File: src/rtl/bit_scan_pkg.sv
// Shared types and constants for the bit-scan iterator.
package bit_scan_pkg;

    // Scan direction, captured per transaction
    localparam logic SCAN_MSB_FIRST = 1'b0;
    localparam logic SCAN_LSB_FIRST = 1'b1;

    typedef enum logic {
        IDLE = 1'b0,
        SCAN = 1'b1
    } state_e;

    // Beat counter must hold 0..WIDTH-1 with one spare bit of headroom
    function automatic int calc_seq_w(input int width);
        return $clog2(width) + 1;
    endfunction

endpackage

File: src/rtl/prio_enc_param.sv
// Combinational priority encoder: highest or lowest set bit of vec.
module prio_enc_param
    import bit_scan_pkg::*;
#(
    parameter  int WIDTH = 32,
    localparam int IDX_W = $clog2(WIDTH)
) (
    input  logic [WIDTH-1:0] vec,
    input  logic             dir,
    output logic [IDX_W-1:0] idx,
    output logic             any,
    output logic             onehot_or_zero
);

    // Last match in loop order wins, so loop direction picks the priority
    always_comb begin
        idx = '0;
        if (dir == SCAN_MSB_FIRST) begin
            for (int i = 0; i < WIDTH; i++) begin
                if (vec[i]) idx = IDX_W'(i);
            end
        end else begin
            for (int i = WIDTH - 1; i >= 0; i--) begin
                if (vec[i]) idx = IDX_W'(i);
            end
        end
    end

    // Clearing the lowest set bit leaves zero iff at most one bit was set
    always_comb begin
        any            = |vec;
        onehot_or_zero = ((vec & (vec - WIDTH'(1))) == '0);
    end

endmodule

File: src/rtl/bit_scan_iter.sv
// Walks a WIDTH-bit mask, emitting one set-bit index per output handshake.
module bit_scan_iter
    import bit_scan_pkg::*;
#(
    parameter  int WIDTH = 32,
    localparam int IDX_W = $clog2(WIDTH),
    localparam int SEQ_W = calc_seq_w(WIDTH)
) (
    input  logic             clk,
    input  logic             rst,
    input  logic             flush,
    input  logic             in_vld,
    output logic             in_rdy,
    input  logic [WIDTH-1:0] in_vec,
    input  logic             in_lsb_first,
    output logic             out_vld,
    input  logic             out_rdy,
    output logic [IDX_W-1:0] out_idx,
    output logic [SEQ_W-1:0] out_seq,
    output logic             out_last,
    output logic             out_zero,
    output logic             busy
);

    state_e           state_q, state_d;
    logic [WIDTH-1:0] residual_q, residual_d;
    logic             dir_q, dir_d;
    logic [SEQ_W-1:0] seq_q, seq_d;
    logic             zero_q, zero_d;

    logic [IDX_W-1:0] enc_idx;
    logic             enc_any;
    logic             enc_single;
    logic             fire;
    logic             accept;
    logic [WIDTH-1:0] clr_mask;

    prio_enc_param #(.WIDTH(WIDTH)) u_enc (
        .vec            (residual_q),
        .dir            (dir_q),
        .idx            (enc_idx),
        .any            (enc_any),
        .onehot_or_zero (enc_single)
    );

    // Output decode; in_rdy also opens on the final beat for zero-bubble reload
    always_comb begin
        out_vld  = (state_q == SCAN);
        out_idx  = enc_any ? enc_idx : '0;
        out_last = zero_q | enc_single;
        out_zero = zero_q;
        out_seq  = seq_q;
        busy     = (state_q == SCAN);
        fire     = out_vld & out_rdy;
        in_rdy   = !rst && !flush && ((state_q == IDLE) || (fire && out_last));
        accept   = in_vld & in_rdy;
    end

    // Next state: flush beats accept, accept beats the plain end-of-scan
    always_comb begin
        state_d    = state_q;
        residual_d = residual_q;
        dir_d      = dir_q;
        seq_d      = seq_q;
        zero_d     = zero_q;
        clr_mask   = '0;
        clr_mask[enc_idx] = 1'b1;
        if (flush) begin
            state_d    = IDLE;
            residual_d = '0;
        end else if (accept) begin
            state_d    = SCAN;
            residual_d = in_vec;
            dir_d      = in_lsb_first;
            seq_d      = '0;
            zero_d     = (in_vec == '0);
        end else if (fire && out_last) begin
            state_d    = IDLE;
            residual_d = '0;
        end else if (fire) begin
            residual_d = residual_q & ~clr_mask;
            seq_d      = seq_q + SEQ_W'(1);
        end
    end

    // State register with synchronous reset
    always_ff @(posedge clk) begin
        if (rst) begin
            state_q    <= IDLE;
            residual_q <= '0;
            dir_q      <= SCAN_MSB_FIRST;
            seq_q      <= '0;
            zero_q     <= 1'b0;
        end else begin
            state_q    <= state_d;
            residual_q <= residual_d;
            dir_q      <= dir_d;
            seq_q      <= seq_d;
            zero_q     <= zero_d;
        end
    end

endmodule

File: config.mk
export PLATFORM = sky130hd
export DESIGN_NAME = bit_scan_iter
export DESIGN_NICKNAME = d
export VERILOG_FILES = /design/src/rtl/bit_scan_pkg.sv /design/src/rtl/prio_enc_param.sv /design/src/rtl/bit_scan_iter.sv
export SDC_FILE = /design/constraint.sdc
export NUM_CORES = 1
export LEC_CHECK = 0
export ABC_AREA = 1
export BUFFER_PORTS_ARGS = -buffer_cell sky130_fd_sc_hd__buf_2
export CAP_MARGIN = 20
export CORE_UTILIZATION = 40
export DETAILED_ROUTE_END_ITERATION = 10
export GPL_TIMING_DRIVEN = 0
export SYNTH_ARGS = -nofsm -noshare
export SYNTH_HDL_FRONTEND = slang
export SYNTH_SLANG_ARGS = --single-unit
File: constraint.sdc
create_clock -name clk -period 3.6 [get_ports clk]
set_input_delay 0.36 -clock clk [delete_from_list [all_inputs] [get_ports clk]]
set_output_delay 0.36 -clock clk [all_outputs]
set_load 0.02 [all_outputs]
==> flow_summary.yaml <==
global_route:
  antenna_found_initial: 0
  overflow: 0
  grtUsageTotal_pct: 24.9
  grt_pass1_vias: 3571
  grt_pass1_wl_mm: 17.1
  grt_max_degree: 15
yosys:
  synth_seq_cells: 41
  synth_ff_type: "dfxtp_1"
  synth_top_area_share_pct: 24.6
  synth_cells: 599
  synth_edf_count: 0
  synth.most_common_cell: "nand2_1"
  synth.top_cells.by_count: "nand2_1 (183), nor2_1 (75), inv_1 (63)"
  synth_nets: 638
  synth_warnings: 0
  synthArstFlopShare_pct: 0
  syn_area_per_cell_sq_um: 5.56
  yosysTopAreaCell: "dfxtp_1"
  synth_seq_area_share_pct: 24.6
  synth_area_leaders: "dfxtp_1 (25%), nand2_1 (21%), nor2_1 (8.4%)"
  synth_cell_types: 33
  syn_area_sq_um: 3330
timing:
  fin_worst_skew_ps: 8.13
  setup_tns_ps: 0
  min_period_ps: 3400
  hold_ws_ps: 250
  worst_pin_slew_ps: 626
  setup_viol: 0
  fin_crit_sh_pct: 94.6
  slew_headroom_pct: 58.3
  hold_violations: 0
  rsz0062_at_grt: "false"
  fmax_mhz: 294
  finalMaxSlewViolations: 0
die:
  die_h_um: 93.3
  start_util_pct: 42.2
  die_w_um: 93.3
  die-area_sq_um: 8700
  coreArea_sq_um: 7890
  rows: 32
  ios: 54
critical_path:
  cpLargestDelayFamily: "simple AND/OR/NAND/NOR gates"
  worst_path_largest_cell_delay_ps: 470
  worstPathArrival_ps: 3580
  crit_fanout: 10
  end_kind: "flop"
  worst_path_max_delay_cell: "clkbuf_1"
  path_cells: "nor2_1 -> nand2_2 -> nor2_4 -> inv_2 -> nor2_4 -> nand2_2 -> nor2_4 -> nand3_1 -> nor2_1 -> a21oi_1 -> nor4_1 -> nand3_1 -> nand2_1 -> nand2_2 -> nand2_1 -> clkbuf_1 -> nor2_1 -> nand2_1 -> a21oi_1"
  worstSetupPathType: "flop to flop"
  critPathLaunchType: "flop"
  r2r-start: "residual_q[4]$_SDFFE_PP0P_"
  critPathBufInv: 2
  required_ps: 3780
  cp-startpoint: "residual_q[4]$_SDFFE_PP0P_"
clock_network:
  clock_latency_ps: 310
  cts_buffers: 5
  cts_tree: "built"
  cts.sinks: 41
  cts_hold_buffers: 0
  clkTransAtPathRegs_ps: 90
  clk_path_buf_depth: 2
  cts_max_level: 2
  root_buffer: "clkbuf_8"
placement:
  dpl_cell_area_sq_um: 3720
  port_buffers: 53
  place_congestion: 0.870
  hpwl_mm: 7.84
cells_and_area:
  fill_cells: 868
  diodes: 0
  finish.net_count: 699
  drive_gt1_share_pct: 18.2
  syn_to_final_growth_pct: 15.7
  final_cell_area_sq_um: 3850
power_and_ir_drop:
  finalPower_w: 0.00115
  leakage_nw: 1.72
  peakVddDrop_mv: 0.132
  powerDensity_nw_per_um2: 298
detailed_routing:
  drtIter0Drc: 218
  drt_first_pass_iters: 5
  post_drt_via_cell_ratio: 5.07
  route.detailed.drc: 0
  drtAntennaViolNets: 0
  wl_mm: 10.3
  num_vias: 3866
  post_drt_wl_per_cell_um: 13.4
status:
  status: "complete, no violations"
worst_hold_path:
  min-delay-start: "rst"
  hold_class: "input pin to flop"
run:
  drv_cap: 0
## per-layer routing
metal / GRT usage (%) / wire length [um]
met5: 0 / 0
met4: 6.67 / 125
met3: 2.68 / 410
met2: 40.7 / 4660
met1: 34.7 / 5060
## per-stage QoR
stage	worst slack, ps	cells	util [%]
floorplan	866	599	-
global placement	251	754	47.2
detailed placement	245	754	47.2
CTS	5.16	762	48.4
global route	2.02	763	48.9
finish	196	763	48.9
## where the power goes
part,internal [W],switching (W)
registers,0.000460,0.00000685
clock network,0.000138,0.000188
logic,0.000107,0.000249
total,0.000706,0.000444
## timing repair
action / CTS / global route
buffers inserted: 0 / 2
pin swaps: 0 / 1
endpoints found under the setup margin: 1 / 15
resized for setup: 1 / 13
## registers in the layout (all words and copies together) (netlist names)
register,flops
busy,1
dir_q,1
out_seq,6
out_zero,1
residual_q,32
## area by class of cell
type | instances | area, sq um | share of cell area (%)
clock buffers | 5 | 68.8 | 1.79
inverters | 92 | 345 | 8.96
plain buffers | 17 | 90.1 | 2.34
multi-input cells | 448 | 2100 | 54.5
well taps | 102 | 128 | 3.31
flip-flops and latches | 41 | 821 | 21.3
clock inverters | 3 | 21.3 | 0.552
repair buffers | 55 | 280 | 7.27
## cell usage in the layout (no fill, tap or decap), types with 10 or more instances in the layout
master   synthesis  routed
inv_1           63      63
dfxtp_1         41      41
nand4_1         22      22
buf_2            4      55
nand2_1        183     180
a21oi_1         50      50
nor4_1          10      10
inv_2           28      28
o21ai_1         33      33
o21ai_0         20      20
nor2_1          75      75
nand3_1         21      21
## worst register-to-register path: stages, from the launching register on
cell      delay (ps)
dfxtp_1          360
nor2_1           200
nand2_2          120
nor2_4           160
inv_2             90
nor2_4           100
nand2_2           80
nor2_4           140
nand3_1          120
nor2_1           180
a21oi_1          100
nor4_1           300
nand3_1          160
nand2_1          150
nand2_2           90
nand2_1          230
clkbuf_1         470
nor2_1            90
nand2_1           90
a21oi_1           60
## worst paths after layout
kind,slack [ps],cells after the start,end
min,250,2,out_seq[1]$_SDFFE_PP0P_
max,200,19,residual_q[25]$_SDFFE_PP0P_
min reg2reg,490,2,out_zero$_SDFFE_PP0P_
max reg2reg,200,19,residual_q[25]$_SDFFE_PP0P_
## logic make-up after synthesis
logic type      synth area share, %
compound gates                 18.0
fa+ha+maj                     0.676
buf+inv                        13.0
flops                          24.6
simple gates                   43.7
Power figures use the tool's default switching activity.
